## src/rtl/conv3x3_stream.sv

```systemverilog
// conv3x3_stream: streaming 3x3 valid-region convolution over a raster-scan
// image delivered one pixel per cycle on a valid/ready handshake. Two line
// buffers hold the previous two rows; a window register holds the two most
// recent columns, and the incoming pixel column completes the 3x3 window.
// Results are registered (latency 1) and held under output backpressure.
// Coefficients are loaded through a 9-word parallel port while idle.
//
// Optional build macro: CONV3X3_SAT_EN
//   defined   -> out_data clamped to 2^PIX_W-1 (port width unchanged)
//   undefined -> full-precision sum on out_data
module conv3x3_stream #(
    parameter int IMG_W  = 8,
    parameter int IMG_H  = 8,
    parameter int PIX_W  = 2,
    parameter int COEF_W = 2,
    localparam int OUT_W = PIX_W + COEF_W + 4
) (
    input  logic                  clk,
    input  logic                  rst_n,
    input  logic                  coef_load,
    input  logic [9*COEF_W-1:0]   coef_in,
    input  logic                  in_valid,
    output logic                  in_ready,
    input  logic [PIX_W-1:0]      in_data,
    output logic                  out_valid,
    input  logic                  out_ready,
    output logic [OUT_W-1:0]      out_data,
    output logic                  out_last,
    output logic                  busy,
    output logic                  frame_done
);

    localparam int CW = (IMG_W > 2) ? $clog2(IMG_W) : 2;
    localparam int RW = (IMG_H > 2) ? $clog2(IMG_H) : 2;

    localparam logic [CW-1:0] COL_LAST  = CW'(IMG_W - 1);
    localparam logic [RW-1:0] ROW_LAST  = RW'(IMG_H - 1);
    localparam logic [CW-1:0] COL_FIRST = CW'(2);
    localparam logic [RW-1:0] ROW_FIRST = RW'(2);
    localparam logic [CW-1:0] COL_INC   = CW'(1);
    localparam logic [RW-1:0] ROW_INC   = RW'(1);

    typedef enum logic [1:0] {
        ST_IDLE  = 2'd0,
        ST_RUN   = 2'd1,
        ST_DRAIN = 2'd2,
        ST_DONE  = 2'd3
    } state_t;

    state_t              state_r;
    state_t              state_s;
    logic                in_en_r;
    logic [CW-1:0]       col_r;
    logic [RW-1:0]       row_r;
    logic [COEF_W-1:0]   coef_r [0:8];

    // Line buffers: lb1_r holds the previous row, lb2_r the row before that.
    // The oldest entry of each (index IMG_W-1) lines up with the current column.
    logic [PIX_W-1:0]    lb1_r [0:IMG_W-1];
    logic [PIX_W-1:0]    lb2_r [0:IMG_W-1];

    // Stored window columns: [i][0] = column c-2, [i][1] = column c-1.
    // Column c comes straight from the line-buffer outputs and in_data.
    logic [PIX_W-1:0]    win_r [0:2][0:1];
    logic [PIX_W-1:0]    tap_s [0:2][0:2];

    logic                acc_s;
    logic                last_pix_s;
    logic                emit_s;
    logic                last_hs_s;
    logic [OUT_W-1:0]    sum_s;
    logic [OUT_W-1:0]    res_s;

`ifdef CONV3X3_SAT_EN
    // Clamp a full-precision sum to the pixel range.
    function automatic logic [OUT_W-1:0] clamp_pix(input logic [OUT_W-1:0] v);
        logic [OUT_W-1:0] lim;
        lim = {{(OUT_W-PIX_W){1'b0}}, {PIX_W{1'b1}}};
        if (v > lim) begin
            clamp_pix = lim;
        end else begin
            clamp_pix = v;
        end
    endfunction
`endif

    // A pixel is taken only while idle/running and the result slot can accept.
    assign in_ready   = in_en_r && (!out_valid || out_ready);
    assign acc_s      = in_valid && in_ready;
    assign last_pix_s = (row_r == ROW_LAST) && (col_r == COL_LAST);
    assign emit_s     = acc_s && (row_r >= ROW_FIRST) && (col_r >= COL_FIRST);
    assign last_hs_s  = out_valid && out_ready && out_last;

    // Frame sequencing: next-state decode.
    always_comb begin
        state_s = state_r;
        case (state_r)
            ST_IDLE: begin
                if (acc_s) begin
                    state_s = ST_RUN;
                end else begin
                    state_s = ST_IDLE;
                end
            end
            ST_RUN: begin
                if (acc_s && last_pix_s) begin
                    state_s = ST_DRAIN;
                end else begin
                    state_s = ST_RUN;
                end
            end
            ST_DRAIN: begin
                if (last_hs_s) begin
                    state_s = ST_DONE;
                end else begin
                    state_s = ST_DRAIN;
                end
            end
            ST_DONE: begin
                state_s = ST_IDLE;
            end
            default: begin
                state_s = ST_IDLE;
            end
        endcase
    end

    // State register plus registered status flags derived from the next state.
    always_ff @(posedge clk or negedge rst_n) begin
        if (!rst_n) begin
            state_r    <= ST_IDLE;
            in_en_r    <= 1'b0;
            busy       <= 1'b0;
            frame_done <= 1'b0;
        end else begin
            state_r    <= state_s;
            in_en_r    <= (state_s == ST_IDLE) || (state_s == ST_RUN);
            busy       <= (state_s == ST_RUN);
            frame_done <= (state_s == ST_DONE);
        end
    end

    // Raster position of the next pixel to be accepted.
    always_ff @(posedge clk or negedge rst_n) begin
        if (!rst_n) begin
            col_r <= {CW{1'b0}};
            row_r <= {RW{1'b0}};
        end else if (state_r == ST_DONE) begin
            col_r <= {CW{1'b0}};
            row_r <= {RW{1'b0}};
        end else if (acc_s) begin
            if (col_r == COL_LAST) begin
                col_r <= {CW{1'b0}};
                if (row_r == ROW_LAST) begin
                    row_r <= {RW{1'b0}};
                end else begin
                    row_r <= row_r + ROW_INC;
                end
            end else begin
                col_r <= col_r + COL_INC;
            end
        end
    end

    // Coefficient bank: loadable only while idle (including with the first pixel).
    always_ff @(posedge clk or negedge rst_n) begin
        if (!rst_n) begin
            for (int k = 0; k < 9; k++) begin
                coef_r[k] <= {COEF_W{1'b0}};
            end
        end else if ((state_r == ST_IDLE) && coef_load) begin
            for (int k = 0; k < 9; k++) begin
                coef_r[k] <= coef_in[k*COEF_W +: COEF_W];
            end
        end
    end

    // Line buffers and window columns shift once per accepted pixel.
    always_ff @(posedge clk) begin
        if (acc_s) begin
            lb1_r[0] <= in_data;
            lb2_r[0] <= lb1_r[IMG_W-1];
            for (int k = 1; k < IMG_W; k++) begin
                lb1_r[k] <= lb1_r[k-1];
                lb2_r[k] <= lb2_r[k-1];
            end
            for (int i = 0; i < 3; i++) begin
                win_r[i][0] <= win_r[i][1];
                win_r[i][1] <= tap_s[i][2];
            end
        end
    end

    // Assemble the full 3x3 window seen by the pixel currently offered.
    always_comb begin
        for (int i = 0; i < 3; i++) begin
            tap_s[i][0] = win_r[i][0];
            tap_s[i][1] = win_r[i][1];
        end
        tap_s[0][2] = lb2_r[IMG_W-1];
        tap_s[1][2] = lb1_r[IMG_W-1];
        tap_s[2][2] = in_data;
    end

    // Full-precision multiply-accumulate over the window.
    always_comb begin
        sum_s = {OUT_W{1'b0}};
        for (int i = 0; i < 3; i++) begin
            for (int j = 0; j < 3; j++) begin
                sum_s = sum_s + (OUT_W'(coef_r[3*i+j]) * OUT_W'(tap_s[i][j]));
            end
        end
    end

    // Final result formatting (optional clamp).
    always_comb begin
`ifdef CONV3X3_SAT_EN
        res_s = clamp_pix(sum_s);
`else
        res_s = sum_s;
`endif
    end

    // Output slot: load on a completing pixel, hold under backpressure, clear after handshake.
    always_ff @(posedge clk or negedge rst_n) begin
        if (!rst_n) begin
            out_valid <= 1'b0;
            out_data  <= {OUT_W{1'b0}};
            out_last  <= 1'b0;
        end else if (emit_s) begin
            out_valid <= 1'b1;
            out_data  <= res_s;
            out_last  <= last_pix_s;
        end else if (out_valid && out_ready) begin
            out_valid <= 1'b0;
        end
    end

endmodule

```

## config.mk

```make
export PLATFORM = sky130hd
export DESIGN_NAME = conv3x3_stream
export DESIGN_NICKNAME = d
export VERILOG_FILES = /design/src/rtl/conv3x3_stream.sv
export SDC_FILE = /design/constraint.sdc
export NUM_CORES = 1
export LEC_CHECK = 0
export ABC_AREA = 1
export BUFFER_PORTS_ARGS = -buffer_cell sky130_fd_sc_hd__clkbuf_2
export CORE_MARGIN = 2
export CORE_UTILIZATION = 35
export DETAILED_ROUTE_END_ITERATION = 10
export PLACE_DENSITY_LB_ADDON = 0.1
export SLEW_MARGIN = 0
export SYNTH_ARGS = -nofsm -noshare
export SYNTH_HDL_FRONTEND = slang
export SYNTH_SLANG_ARGS = --single-unit
```

## constraint.sdc

```tcl
create_clock -name clk -period 9.7 [get_ports clk]
set_input_delay 0.485 -clock clk [delete_from_list [all_inputs] [get_ports clk]]
set_output_delay 0.485 -clock clk [all_outputs]
set_load 0.1 [all_outputs]
```

* Word level (Yosys, flattened, before mapping) *
Memory sizes are Yosys's and may differ from the RTL's.
Index checks and enable logic that the tools add are counted.

storage, ports and cells
  register bits = 39
  memory bits (writable) = 44
  bits of input ports = 25
  output and inout bits = 13
  word-level logic and storage cells = 82
  memories = 3

memory list
  memory  words  width  rd ports  clocked after memory_dff  wr ports  RTL line  source
  lb1_r   8      2      8         0                         8         59        logic [PIX_W-1:0] lb1_r [0:IMG_W-1];
  lb2_r   8      2      8         0                         8         60        logic [PIX_W-1:0] lb2_r [0:IMG_W-1];
  win_r   3      4      3         0                         3         64        logic [PIX_W-1:0] win_r [0:2][0:1];

operators by class
  $add $sub $neg = 10
  multiply operators = 9
  $lt $le $gt $ge = 2
  equal/unequal tests = 7
  mux-type cells = 15
  reductions and logical operators = 18

operators with widths
  kind                                                                                 number
  2-bit by 2-bit multiplier with 4-bit output                                          9
  8-bit by 4-bit adder with 8-bit output                                               4
  3-bit 2-to-1 mux                                                                     7
  1-bit logical AND                                                                    9
  7-bit by 4-bit adder with 8-bit output                                               1
  2-bit case mux with 4 select lines                                                   1
  6-bit by 4-bit adder with 7-bit output                                               1
  3-bit by 1-bit adder with 3-bit output, second input constant                        2
  5-bit by 4-bit adder with 6-bit output                                               1
  2-bit equality test, second input constant                                           3
  3-bit equality test, second input constant                                           2
  3-bit by 2-bit greater-or-equal comparator with 1-bit output, second input constant  2
  1-bit 2-to-1 mux                                                                     6
  2-bit nonzero test                                                                   3
  4-bit by 4-bit adder with 5-bit output                                               1
  2-bit by 1-bit equality test with 1-bit output, second input constant                2
  2-bit logical NOT                                                                    2
  1-bit logical OR                                                                     2
  2-bit 2-to-1 mux                                                                     1
  2-bit AND reduction                                                                  1
  1-bit logical NOT                                                                    1

* Logic depth before layout (Yosys ltp) *
Gate-level depths: netlist of run 1.
An unclocked memory read counts as a cell.

  word-level depth = 10
  gate-level depth with buffers = 18

* Worst setup path after synthesis of run 1 *
OpenSTA, ideal clock, no wires.

  kind = reg-to-reg
  from = memory win_r[0][1] (netlist bit)
  to = register out_data[6]
  arrival = 4.246 ns
  required time = 9.577 ns
  path slack = 5.331 ns
  stages on the path, launching flop included = 17
  buffers on the path = 0
  period minus slack after synthesis = 4.369 ns
  path through = edfxtp_1 -> nand2_1 -> inv_1 -> fa_1 -> inv_1 -> fa_1 -> fa_1 -> fa_1 -> fa_1 -> inv_1 -> ha_1 -> ha_1 -> fa_1 -> a21oi_1 -> nor2_1 -> o21ai_0 -> nand2_1

RTL lines
  what                  RTL line  source
  from (decl)           64
  to (signal assigned)  228       out_data <= {OUT_W{1'b0}};
  to (signal assigned)  232       out_data <= res_s;
  to (decl)             27        output logic [OUT_W-1:0] out_data,

==> report_table.html, run 1 <==
<table>
<tr><th>Metric</th><th>Value</th></tr>
<tr><th colspan="2">Placed design</th></tr>
<tr><td>Final GP Congestion</td><td>0.7764</td></tr>
<tr><td>Post-detailed-placement half-perimeter wirelength</td><td>4.966 mm</td></tr>
<tr><td>Number of input and output port buffers inserted</td><td>36</td></tr>
<tr><th colspan="2">CTS</th></tr>
<tr><td>Clock tree from TritonCTS</td><td>built</td></tr>
<tr><td>Number of levels the H-tree was split into</td><td>3</td></tr>
<tr><td>Resized cells post-CTS</td><td>0</td></tr>
<tr><td>Clock-pin transition on the worst setup and hold timing paths</td><td>60 ps</td></tr>
<tr><td>Deepest clock path buffer count</td><td>2</td></tr>
<tr><td>Clock latency on the worst-skew pair</td><td>around 330 ps</td></tr>
<tr><td>Setup Buffers After CTS</td><td>0</td></tr>
<tr><td>Clock buffers created by TritonCTS</td><td>9</td></tr>
<tr><td>Hold buffers post-CTS</td><td>0</td></tr>
<tr><td>CTS sink count</td><td>74</td></tr>
<tr><td>Root Driver</td><td>clkbuf_16</td></tr>
<tr><th colspan="2">Setup path</th></tr>
<tr><td>CP max FO</td><td>3</td></tr>
<tr><td>Crit-path leading delay family</td><td>adder cells</td></tr>
<tr><td>Cell mode on critical path</td><td>fa_1</td></tr>
<tr><td>Delay contributed by the slowest stage of the critical path</td><td>540 ps</td></tr>
<tr><td>Arr. time, crit path</td><td>4760 ps</td></tr>
<tr><td>Required time worst endpoint</td><td>a little under 10,000 ps</td></tr>
<tr><td>Critical Path Slowest Stage Cell</td><td>fa_1</td></tr>
<tr><td>Worst setup SP type</td><td>flop</td></tr>
<tr><td>Path type of the worst setup path</td><td>reg -&gt; reg</td></tr>
<tr><td>Number of buffer and inverter stages on the critical path</td><td>3</td></tr>
<tr><td>Critical Path Sink Type</td><td>flop</td></tr>
<tr><td>Worst path cell trace</td><td>nand2_1 &gt; inv_1 &gt; fa_1 &gt; inv_1 &gt; fa_1 &gt; fa_1 &gt; fa_1 &gt; fa_1 &gt; inv_1 &gt; ha_1 &gt; ha_1 &gt; fa_1 &gt; a21oi_1 &gt; nor2_1 &gt; o21ai_0 &gt; nand2_1</td></tr>
<tr><th colspan="2">Logic synthesis</th></tr>
<tr><td>Synthesis-stage register bit count</td><td>74</td></tr>
<tr><td>Synthesized netlist net count</td><td>419</td></tr>
<tr><td>Count of synthesis-stage warnings from yosys</td><td>0</td></tr>
<tr><td>Syn Area/Cell</td><td>11.70 sq um</td></tr>
<tr><td>Sequential share of the synthesized area</td><td>0.5107</td></tr>
<tr><td>Cell area after synthesis</td><td>3979 sq um</td></tr>
<tr><td>Unique masters post-synth</td><td>27</td></tr>
<tr><td>Post-synthesis cell count</td><td>340</td></tr>
<tr><th colspan="2">Routing</th></tr>
<tr><td>Routed wire length per instance</td><td>12.77 um</td></tr>
<tr><td>Detailed Route WL</td><td>~6.8 mm</td></tr>
<tr><td>Average via count per standard cell</td><td>4.262</td></tr>
<tr><td>1st-iter DRT viols</td><td>89</td></tr>
<tr><td>Drt pass-1 iters</td><td>4</td></tr>
<tr><td>Total via count in the routed design</td><td>between 2,000 and 2,500</td></tr>
<tr><td>Number of nets with antenna violations after detailed routing</td><td>0</td></tr>
<tr><td># DRC</td><td>0</td></tr>
<tr><th colspan="2">Layout</th></tr>
<tr><td>Post-layout net count</td><td>464</td></tr>
<tr><td>Antenna diodes</td><td>0</td></tr>
<tr><td>Number of fill cells</td><td>~1,100</td></tr>
<tr><td>Area growth from synthesis to layout</td><td>17.36%</td></tr>
<tr><td>Share of post-route cells with drive strength above 1</td><td>0.2000</td></tr>
<tr><th colspan="2">Global routing</th></tr>
<tr><td>Total gr overflow</td><td>0</td></tr>
<tr><td>Maximum number of pins on one net before global-route repair</td><td>40</td></tr>
<tr><td>First-pass GRT wire length</td><td>12.46 mm</td></tr>
<tr><td>Vias in the first global route</td><td>2,570</td></tr>
<tr><td>Overall routing resource usage</td><td>0.1292</td></tr>
<tr><td>Antenna violations before repair</td><td>0</td></tr>
<tr><th colspan="2">STA</th></tr>
<tr><td>Fin Setup TNS</td><td>0 ps</td></tr>
<tr><td>Setup repair after global routing missed its margin</td><td>no</td></tr>
<tr><td>Skew final</td><td>a little over 7 ps</td></tr>
<tr><td>Worst-Margin Slew</td><td>1028 ps</td></tr>
<tr><td>Slew margin rel.</td><td>0.3144</td></tr>
<tr><td>Clock period minus worst slack</td><td>4535 ps</td></tr>
<tr><td>Pins Over Slew Limit</td><td>0</td></tr>
<tr><td>Hold violation count in the final report</td><td>0</td></tr>
<tr><td>Period utilisation layout</td><td>0.4676</td></tr>
<tr><td>Count of final setup violators</td><td>0</td></tr>
<tr><td>F_max</td><td>220.5 MHz</td></tr>
<tr><th colspan="2">Floorplanning</th></tr>
<tr><td>Die extent in y</td><td>110.6 um</td></tr>
<tr><td>Std cell rows</td><td>38</td></tr>
<tr><td>Initial Util</td><td>0.3623</td></tr>
<tr><td>Die span in x</td><td>110.6 um</td></tr>
<tr><td>Total I/O pin count</td><td>38</td></tr>
<tr><td>Core region area</td><td>10,980 sq um</td></tr>
<tr><td>Area of the die</td><td>12,240 sq um</td></tr>
<tr><th colspan="2">Min path</th></tr>
<tr><td>Kind of path behind the tightest hold check</td><td>in -&gt; async</td></tr>
<tr><th colspan="2">Flow run</th></tr>
<tr><td>Maximum Capacitance Violations</td><td>0</td></tr>
<tr><th colspan="2">Run status</th></tr>
<tr><td>Status</td><td>completed</td></tr>
</table>
[cell families (layout without fill, tap and decap cells)]
kind of cell    after synthesis  count (layout)  share of synthesized area
xor+xnor                      1               1                   0.002202
mux                          18              18                    0.06038
flops                        74              74                     0.5107
simple gates                 96              96                     0.1013
fa+ha+maj                    54              54                     0.2208
other cells                   1               1                  0.0009425
buf+inv                      84             134                    0.08616
compound gates               12              12                    0.01761
[cells in the final DEF, fill, tap and decap left out, types with 2 or more instances in the layout]
master / n
a21oi_1: 2
bufinv_16: 4
clkbuf_16: 9
clkbuf_2: 36
dfrtp_1: 38
edfxtp_1: 36
fa_1: 27
ha_1: 27
inv_1: 81
mux2_2: 8
mux2_4: 10
nand2_1: 73
nand3_1: 5
nand4_1: 2
nor2_1: 9
o21ai_0: 7
o21ai_2: 2
[cell usage after synthesis]
cell type  count  area, sq um
conb_1         1        3.750
ha_1          27        337.8
and2_1         1        6.260
or2_2          1        6.260
buf_12         1        20.02
nor2_4         1        11.26
fa_1          27        540.5
nand4_1        2        12.51
nand3_2        1        10.01
xnor2_1        1        8.760
mux2_4        10        150.1
nor2_2         1        6.260
buf_4          1        7.510
nor2_1         9        33.78
mux2_2         8        90.09
nand2_4        1        11.26
edfxtp_1      36         1081
inv_1         81        304.0
o21ai_2        2        17.52
nand2_2        1        6.260
nand2_1       73        274.0
nand3_1        5        25.02
o21a_1         1        7.510
a21oi_1        2        10.01
buf_6          1        11.26
dfrtp_1       38        950.9
o21ai_0        7        35.03
[flip-flops by register name, indices dropped and copies added, names as in the netlist]
register and count:
state_r 2, lb2_r 16, frame_done 1, in_en_r 1, col_r 3, out_data 7
busy 1, coef_r 18, out_valid 1, win_r 4, row_r 3, out_last 1
lb1_r 16
[stage by stage]
stage | util | hold slack, ps | instance area (sq um) | cells | setup WS [ps]
floorplan | - | 189.4 | 3979 | 340 | 5331
global placement | 0.3918 | 402.5 | 4303 | 514 | 5099
detailed placement | 0.3918 | 404.5 | 4303 | 514 | 5045
CTS | 0.4252 | 357.2 | 4669 | 530 | 5113
global route | 0.4252 | 362.3 | 4669 | 530 | 4849
finish | 0.4252 | 324.7 | 4669 | 530 | 5165
[worst paths after layout]
kind                                   from     endpoint  slack, ps  cells past startpoint
min in group clk                 in_data[1]  lb1_r[0][1]        370                      1
worst max-delay path            win_r[0][1]  out_data[6]       5160                     16
worst max register to register  win_r[0][1]  out_data[6]       5160                     16
max in group asynchronous             rst_n   state_r[1]       8740                      1
worst min register to register  lb1_r[1][4]  lb1_r[1][6]        410                      0
worst min-delay path                  rst_n   coef_r[10]        320                      1
[metal layers]
metal	wire length, um	GRT usage
met1	3450	0.1806
met2	2987	0.1963
met3	215	0.02580
met4	112	0.05500
met5	0	0
[cell type report]
cell class / instances / area [sq um] / share of cell area
Clock inverter: 6 / 137.6 / 0.02947
Clock buffer: 10 / 229.0 / 0.04904
Inverter: 81 / 304.0 / 0.06511
Multi-Input combinational cell: 182 / 1604 / 0.3435
Tap cell: 140 / 175.2 / 0.03751
Sequential cell: 74 / 2032 / 0.4352
Timing Repair Buffer: 37 / 187.7 / 0.04019
Power of run 1 is left out: the tool's default activity adds up to more than one toggle a clock period on the data nets, which glitch-free logic cannot reach.
==> run 2, diff against run 1 <==
Clock period 9.7 ns to 4.63 ns, I/O delays scaled along.
==> run 2 against run 1 <==
Net effect:
- sequential share of layout area up 0.40 points
- cell count up 0.19%
- maximum frequency up 3.8%
- flip-flop and latch count unchanged
- first-iteration DRC count down 19%
- non-clock buffer count up 1
- critical path depth down 2
- final area down 0.91%
==> report_table.html, run 2 (synthesized netlist as in run 1, its figures left out) <==
<table>
<tr><th>Metric</th><th>Value</th></tr>
<tr><th colspan="2">Routing</th></tr>
<tr><td>1st-iter DRT viols</td><td>72 (-19%)</td></tr>
<tr><td># DRC</td><td>0 (unchanged)</td></tr>
<tr><td>Drt pass-1 iters</td><td>4 (unchanged)</td></tr>
<tr><td>Average via count per standard cell</td><td>4.256 (-0.14%)</td></tr>
<tr><td>Number of nets with antenna violations after detailed routing</td><td>0 (unchanged)</td></tr>
<tr><td>Routed wire length per instance</td><td>12.47 um (-2.3%)</td></tr>
<tr><td>Total via count in the routed design</td><td>2,260 (+0.044%)</td></tr>
<tr><td>Detailed Route WL</td><td>6.620 mm (-2.2%)</td></tr>
<tr><th colspan="2">CTS</th></tr>
<tr><td>Clock tree from TritonCTS</td><td>built</td></tr>
<tr><td>Deepest clock path buffer count</td><td>2 (unchanged)</td></tr>
<tr><td>Root Driver</td><td>clkbuf_16</td></tr>
<tr><td>Clock buffers created by TritonCTS</td><td>9 (unchanged)</td></tr>
<tr><td>Number of levels the H-tree was split into</td><td>3 (unchanged)</td></tr>
<tr><td>CTS sink count</td><td>74 (unchanged)</td></tr>
<tr><td>Hold buffers post-CTS</td><td>0 (unchanged)</td></tr>
<tr><td>Clock-pin transition on the worst setup and hold timing paths</td><td>60 ps (about the same)</td></tr>
<tr><td>Clock latency on the worst-skew pair</td><td>340 ps (about the same)</td></tr>
<tr><th colspan="2">Layout</th></tr>
<tr><td>Share of post-route cells with drive strength above 1</td><td>0.2148 (+0.01483)</td></tr>
<tr><td>Largest register FFs</td><td>18 (unchanged)</td></tr>
<tr><td>Biggest register</td><td>coef_r</td></tr>
<tr><td>Post-layout net count</td><td>465 (+0.22%)</td></tr>
<tr><td>Number of fill cells</td><td>1,081 (+2.8%)</td></tr>
<tr><td>Footprint of the multi-input gates</td><td>1624 sq um (+1.2%)</td></tr>
<tr><td>Area growth from synthesis to layout</td><td>16.29%</td></tr>
<tr><td>Biggest registers after layout</td><td>coef_r x18, lb1_r x16, lb2_r x16</td></tr>
<tr><td>Most common cell after layout, fill and taps aside</td><td>inv_1</td></tr>
<tr><td>Most used cells in the layout excluding fill and tap cells</td><td>inv_1, nand2_1, dfrtp_1</td></tr>
<tr><td>Antenna diodes</td><td>0 (unchanged)</td></tr>
<tr><td>Area used by sequential logic in the layout</td><td>2032 sq um (unchanged)</td></tr>
<tr><th colspan="2">STA</th></tr>
<tr><td>Post-route worst setup slack</td><td>258.5 ps (-4906 ps)</td></tr>
<tr><td>Setup repair after global routing missed its margin</td><td>yes</td></tr>
<tr><td>Hold violation count in the final report</td><td>0 (unchanged)</td></tr>
<tr><td>Period utilisation layout</td><td>0.9442 (+0.4766)</td></tr>
<tr><td>Slew margin rel.</td><td>0.3184 (+0.003997)</td></tr>
<tr><td>F_max</td><td>228.8 MHz (+3.8%)</td></tr>
<tr><td>Clock period minus worst slack</td><td>4371 ps (-164.0 ps)</td></tr>
<tr><td>Pins Over Slew Limit</td><td>0 (unchanged)</td></tr>
<tr><td>Count of final setup violators</td><td>0 (unchanged)</td></tr>
<tr><td>Skew final</td><td>4.901 ps (-2.221 ps)</td></tr>
<tr><td>Worst-Margin Slew</td><td>1022 ps (-5.995 ps)</td></tr>
<tr><th colspan="2">Setup path</th></tr>
<tr><td>Critical Path Sink Type</td><td>flop</td></tr>
<tr><td>Delay contributed by the slowest stage of the critical path</td><td>580 ps (+40 ps)</td></tr>
<tr><td>Worst path cell trace</td><td>nand2_1 &gt; fa_1 &gt; fa_1 &gt; fa_1 &gt; fa_1 &gt; fa_1 &gt; inv_1 &gt; ha_1 &gt; ha_2 &gt; fa_2 &gt; a21oi_2 &gt; nor2_1 &gt; o21ai_1 &gt; nand2_1</td></tr>
<tr><td>Required time worst endpoint</td><td>4860 ps (-5060 ps)</td></tr>
<tr><td>Worst setup SP type</td><td>flop</td></tr>
<tr><td>FF-to-FF setup slack</td><td>260 ps (-4910 ps)</td></tr>
<tr><td>Path type of the worst setup path</td><td>reg -&gt; reg</td></tr>
<tr><td>R2r worst-path depth</td><td>14 (-2)</td></tr>
<tr><td>CP max FO</td><td>3 (unchanged)</td></tr>
<tr><td>Critical Path Slowest Stage Cell</td><td>fa_1</td></tr>
<tr><td>Worst R2R Start</td><td>coef_r[8]</td></tr>
<tr><td>Crit-path leading delay family</td><td>adder cells</td></tr>
<tr><td>Number of buffer and inverter stages on the critical path</td><td>1 (-2)</td></tr>
<tr><td>Cell mode on critical path</td><td>fa_1</td></tr>
<tr><td>Arr. time, crit path</td><td>4600 ps (-160 ps)</td></tr>
<tr><td>Reg-to-reg critical path endpoint</td><td>out_data[6]</td></tr>
<tr><th colspan="2">Global routing</th></tr>
<tr><td>Vias in the first global route</td><td>2,517 (-2.1%)</td></tr>
<tr><td>Antenna violations before repair</td><td>0 (unchanged)</td></tr>
<tr><td>Total gr overflow</td><td>0 (unchanged)</td></tr>
<tr><td>Overall routing resource usage</td><td>0.1283 (-0.0008919)</td></tr>
<tr><td>First-pass GRT wire length</td><td>12.17 mm (-2.3%)</td></tr>
<tr><td>Maximum number of pins on one net before global-route repair</td><td>40 (unchanged)</td></tr>
<tr><th colspan="2">Floorplanning</th></tr>
<tr><td>Die extent in y</td><td>110.6 um (unchanged)</td></tr>
<tr><td>Die span in x</td><td>110.6 um (unchanged)</td></tr>
<tr><td>Total I/O pin count</td><td>38 (unchanged)</td></tr>
<tr><td>Std cell rows</td><td>38 (unchanged)</td></tr>
<tr><td>Core region area</td><td>10,980 sq um (unchanged)</td></tr>
<tr><td>Initial Util</td><td>0.3623 (unchanged)</td></tr>
<tr><td>Area of the die</td><td>12,240 sq um (unchanged)</td></tr>
<tr><th colspan="2">Placed design</th></tr>
<tr><td>Setup Slack @ Placement</td><td>31.50 ps (-5014 ps)</td></tr>
<tr><td>Final GP Congestion</td><td>0.7409 (-4.6%)</td></tr>
<tr><td>Number of input and output port buffers inserted</td><td>36 (unchanged)</td></tr>
<tr><td>Post-detailed-placement half-perimeter wirelength</td><td>4.907 mm (-1.2%)</td></tr>
<tr><th colspan="2">Flow run</th></tr>
<tr><td>Maximum Capacitance Violations</td><td>0 (unchanged)</td></tr>
<tr><th colspan="2">Min path</th></tr>
<tr><td>Kind of path behind the tightest hold check</td><td>in -&gt; async</td></tr>
<tr><th colspan="2">Run status</th></tr>
<tr><td>Status</td><td>completed</td></tr>
</table>
run 2: changes by cell type in the layout (fill, tap and decap cells not counted), sizes merged:
cell | before | now
bufinv | 4 | 1
clkinv | 1 | 3
buf | 1 | 2
clkbuf | 46 | 47
clkinvlp | 0 | 1
inv | 82 | 81
run 2: per-layer routing:
layer | global-route usage | vias up | part of all wire
met4 | 0.04000 | 0 | 0.016
met1 | 0.1748 | 1077 | 0.51
met5 | 0 | - | 0
met3 | 0.05159 | 9 | 0.045
li1 | - | 1143 | -
met2 | 0.1881 | 31 | 0.43
run 2: how the worst max path moves through the flow:
stage | startpoint | to | slack (ps) | depth (start not counted)
detailed placement | win_r[0][1] | out_data[6] | 30 | 16
CTS | win_r[0][1] | out_data[6] | 50 | 16
finish | coef_r[8] | out_data[6] | 260 | 14
global placement | win_r[0][1] | out_data[6] | 100 | 16
global route | lb1_r[0][0] | out_data[6] | -20 | 16
floorplan | win_r[0][1] | out_data[6] | 260 | 16
run 2: layout make-up:
type	instances	area share
Sequential cell	74	0.4392
Multi-Input combinational cell	182	0.3510
Inverter	81	0.06571
Clock buffer	11	0.05246
Timing Repair Buffer	38	0.04218
Tap cell	140	0.03786
Clock inverter	5	0.01163
run 2: timing repair:
item / in CTS / in global routing
setup buffers: 0 / 1
endpoints found under the setup margin: 0 / 3
resized for setup: 0 / 8
run 2: per-stage QoR:
stage,hold WS (ps),instance area [sq um],util,std cells,setup TNS (ps)
6_report,60.25,4627,0.4213,531,0
5_1_grt,95.44,4627,0.4213,531,-22.92
4_1_cts,78.61,4599,0.4188,530,0
3_5_place_dp,404.5,4303,0.3918,514,0
3_3_place_gp,400.5,4303,0.3918,514,0
2_1_floorplan,-64.09,3979,-,340,0
Power of run 2 is left out for the same reason.
==> run 3, diff against run 2 <==
Settings changed: BUFFER_PORTS_ARGS -buffer_cell sky130_fd_sc_hd__clkbuf_2 to -buffer_cell sky130_fd_sc_hd__buf_2, CAP_MARGIN set to 20.
==> run 3 against run 2 <==
Net effect:
- worst hold slack worse by 37 ps
- sequential share of layout area fell by 0.25 points
- via count is 2.2% lower
- first-iteration DRC count increased by 5.6%
- core utilization grew 0.24 points
- setup slack worse by 37 ps
- count of clock-buffer cells in the layout up 1
- cell count up 0.19%
- flip-flop and latch count is the same
- die area unchanged
- critical endpoint unchanged
- largest cell class unchanged
==> report_table.html, run 3 (synthesized netlist as in run 1, its figures left out) <==
<table>
<tr><th>Metric</th><th>Value</th></tr>
<tr><th colspan="2">Run status</th></tr>
<tr><td>Status</td><td>completed</td></tr>
<tr><th colspan="2">Setup path</th></tr>
<tr><td>Worst setup SP type</td><td>flop</td></tr>
<tr><td>CP max FO</td><td>3 (unchanged)</td></tr>
<tr><td>Cell mode on critical path</td><td>fa_1</td></tr>
<tr><td>Critical Path Sink Type</td><td>flop</td></tr>
<tr><td>Critical Path Slowest Stage Cell</td><td>fa_1</td></tr>
<tr><td>Delay contributed by the slowest stage of the critical path</td><td>550 ps (-30 ps)</td></tr>
<tr><td>Number of buffer and inverter stages on the critical path</td><td>3 (+2)</td></tr>
<tr><td>Worst path cell trace</td><td>nand2_1 &gt; inv_1 &gt; fa_1 &gt; inv_1 &gt; fa_2 &gt; fa_1 &gt; fa_1 &gt; fa_1 &gt; inv_1 &gt; ha_1 &gt; ha_2 &gt; fa_2 &gt; a21oi_2 &gt; nor2_1 &gt; o21ai_1 &gt; nand2_1</td></tr>
<tr><td>Path type of the worst setup path</td><td>reg -&gt; reg</td></tr>
<tr><td>Crit-path leading delay family</td><td>adder cells</td></tr>
<tr><td>Arr. time, crit path</td><td>4620 ps (+20 ps)</td></tr>
<tr><td>Required time worst endpoint</td><td>4840 ps (-20 ps)</td></tr>
<tr><th colspan="2">Floorplanning</th></tr>
<tr><td>Core region area</td><td>10,980 sq um (unchanged)</td></tr>
<tr><td>Die span in x</td><td>110.6 um (unchanged)</td></tr>
<tr><td>Area of the die</td><td>12,240 sq um (unchanged)</td></tr>
<tr><td>Die extent in y</td><td>110.6 um (unchanged)</td></tr>
<tr><td>Initial Util</td><td>0.3623 (unchanged)</td></tr>
<tr><td>Total I/O pin count</td><td>38 (unchanged)</td></tr>
<tr><td>Std cell rows</td><td>38 (unchanged)</td></tr>
<tr><th colspan="2">CTS</th></tr>
<tr><td>Clock-pin transition on the worst setup and hold timing paths</td><td>60 ps (about the same)</td></tr>
<tr><td>Clock latency on the worst-skew pair</td><td>330 ps (about the same)</td></tr>
<tr><td>CTS sink count</td><td>74 (unchanged)</td></tr>
<tr><td>Clock tree from TritonCTS</td><td>built</td></tr>
<tr><td>Clock buffers created by TritonCTS</td><td>9 (unchanged)</td></tr>
<tr><td>Deepest clock path buffer count</td><td>2 (unchanged)</td></tr>
<tr><td>Root Driver</td><td>clkbuf_16</td></tr>
<tr><td>Number of levels the H-tree was split into</td><td>3 (unchanged)</td></tr>
<tr><th colspan="2">STA</th></tr>
<tr><td>F_max</td><td>226.8 MHz (-0.85%)</td></tr>
<tr><td>Period utilisation layout</td><td>0.9522 (+0.008053)</td></tr>
<tr><td>Setup repair after global routing missed its margin</td><td>no</td></tr>
<tr><td>Slew margin rel.</td><td>0.4011 (+0.08265)</td></tr>
<tr><td>Count of final setup violators</td><td>0 (unchanged)</td></tr>
<tr><td>Skew final</td><td>8.073 ps (+3.173 ps)</td></tr>
<tr><td>Hold violation count in the final report</td><td>0 (unchanged)</td></tr>
<tr><td>Clock period minus worst slack</td><td>4409 ps (+37.29 ps)</td></tr>
<tr><td>Pins Over Slew Limit</td><td>0 (unchanged)</td></tr>
<tr><td>Worst-Margin Slew</td><td>898.4 ps (-124.0 ps)</td></tr>
<tr><td>Fin Setup TNS</td><td>0 ps (unchanged)</td></tr>
<tr><th colspan="2">Routing</th></tr>
<tr><td># DRC</td><td>0 (unchanged)</td></tr>
<tr><td>Routed wire length per instance</td><td>12.11 um (-2.9%)</td></tr>
<tr><td>Number of nets with antenna violations after detailed routing</td><td>0 (unchanged)</td></tr>
<tr><td>Total via count in the routed design</td><td>2,211 (-2.2%)</td></tr>
<tr><td>Average via count per standard cell</td><td>4.156 (-2.4%)</td></tr>
<tr><td>Drt pass-1 iters</td><td>4 (unchanged)</td></tr>
<tr><td>Detailed Route WL</td><td>6.441 mm (-2.7%)</td></tr>
<tr><td>1st-iter DRT viols</td><td>76 (+5.6%)</td></tr>
<tr><th colspan="2">Placed design</th></tr>
<tr><td>Post-detailed-placement half-perimeter wirelength</td><td>4.863 mm (-0.89%)</td></tr>
<tr><td>Final GP Congestion</td><td>0.7486 (+1.0%)</td></tr>
<tr><td>Number of input and output port buffers inserted</td><td>36 (unchanged)</td></tr>
<tr><th colspan="2">Global routing</th></tr>
<tr><td>Antenna violations before repair</td><td>0 (unchanged)</td></tr>
<tr><td>Global routing met3 resource utilization</td><td>0.03568 (-0.01592)</td></tr>
<tr><td>First-pass GRT wire length</td><td>11.49 mm (-5.6%)</td></tr>
<tr><td>Global-route met2 utilization</td><td>0.1751 (-0.01309)</td></tr>
<tr><td>Busiest metal layer after global routing</td><td>met2</td></tr>
<tr><td>Overall routing resource usage</td><td>0.1193 (-0.008980)</td></tr>
<tr><td>Vias in the first global route</td><td>2,367 (-6.0%)</td></tr>
<tr><td>Met1 track demand over resource</td><td>0.1692 (-0.005683)</td></tr>
<tr><td>Maximum number of pins on one net before global-route repair</td><td>40 (unchanged)</td></tr>
<tr><td>Total gr overflow</td><td>0 (unchanged)</td></tr>
<tr><th colspan="2">Layout</th></tr>
<tr><td>Antenna diodes</td><td>0 (unchanged)</td></tr>
<tr><td>Biggest register</td><td>coef_r</td></tr>
<tr><td>Area growth from synthesis to layout</td><td>16.95%</td></tr>
<tr><td>Largest register FFs</td><td>18 (unchanged)</td></tr>
<tr><td>Most used cells in the layout excluding fill and tap cells</td><td>inv_1, nand2_1, dfrtp_1</td></tr>
<tr><td>Number of fill cells</td><td>1,048 (-3.1%)</td></tr>
<tr><td>Most common cell after layout, fill and taps aside</td><td>inv_1</td></tr>
<tr><td>Biggest registers after layout</td><td>coef_r x18, lb1_r x16, lb2_r x16</td></tr>
<tr><td>Post-layout net count</td><td>466 (+0.22%)</td></tr>
<tr><td>End-of-flow core utilization</td><td>0.4237 (+0.002393)</td></tr>
<tr><td>Share of post-route cells with drive strength above 1</td><td>0.2194 (+0.004554)</td></tr>
<tr><th colspan="2">Flow run</th></tr>
<tr><td>Maximum Capacitance Violations</td><td>0 (unchanged)</td></tr>
<tr><th colspan="2">Min path</th></tr>
<tr><td>Kind of path behind the tightest hold check</td><td>in -&gt; async</td></tr>
</table>
-- run 3: cell types whose count changed in the layout (fill, tap and decap cells not counted), sizes merged --
cell / previous run / this run
buf: 2 / 39
clkbuf: 47 / 12
clkinv: 3 / 2
-- run 3: worst paths after layout --
path,start,end,cells after the start,slack (ps)
worst min register to register,lb1_r[1][0],lb1_r[1][2],0,420
worst max register to register,lb1_r[0][1],out_data[6],16,220
min in group clk,in_data[1],lb1_r[0][1],1,120
worst max-delay path,lb1_r[0][1],out_data[6],16,220
worst min-delay path,rst_n,coef_r[9],1,20
max in group asynchronous,rst_n,col_r[1],1,4030
-- run 3: per-stage QoR --
stage	setup slack (ps)	instance area (sq um)	std cells	hold slack, ps
after floorplan	260.8	3979	340	-64.09
after global placement	104.6	4303	514	401.5
after detailed placement	13.14	4303	514	404.5
after CTS	4.768	4611	530	72.79
after global routing	21.68	4653	532	114.4
final	221.2	4653	532	23.43
-- run 3: area by class of cell --
cell class / count / area [sq um] / share of cell area
clock buffers: 12 / 256.5 / 0.05512
flip-flops and latches: 74 / 2032 / 0.4367
well taps: 140 / 175.2 / 0.03764
repair buffers: 39 / 202.7 / 0.04356
clock inverters: 4 / 51.30 / 0.01102
inverters: 81 / 304.0 / 0.06534
multi-input cells: 182 / 1632 / 0.3506
-- run 3: metal layers --
| layer | part of all wire | vias up |
|---|---|---|
| li1 | - | 1144 |
| met4 | 0.016 | 0 |
| met5 | 0 | - |
| met3 | 0.028 | 9 |
| met2 | 0.43 | 28 |
| met1 | 0.53 | 1030 |
-- run 3: repair_timing --
action                     CTS  global route
resized for setup            0             7
setup endpoints to repair    0             3
hold buffers                 0             0
buffers inserted             0             2
Power of run 3 is left out for the same reason.
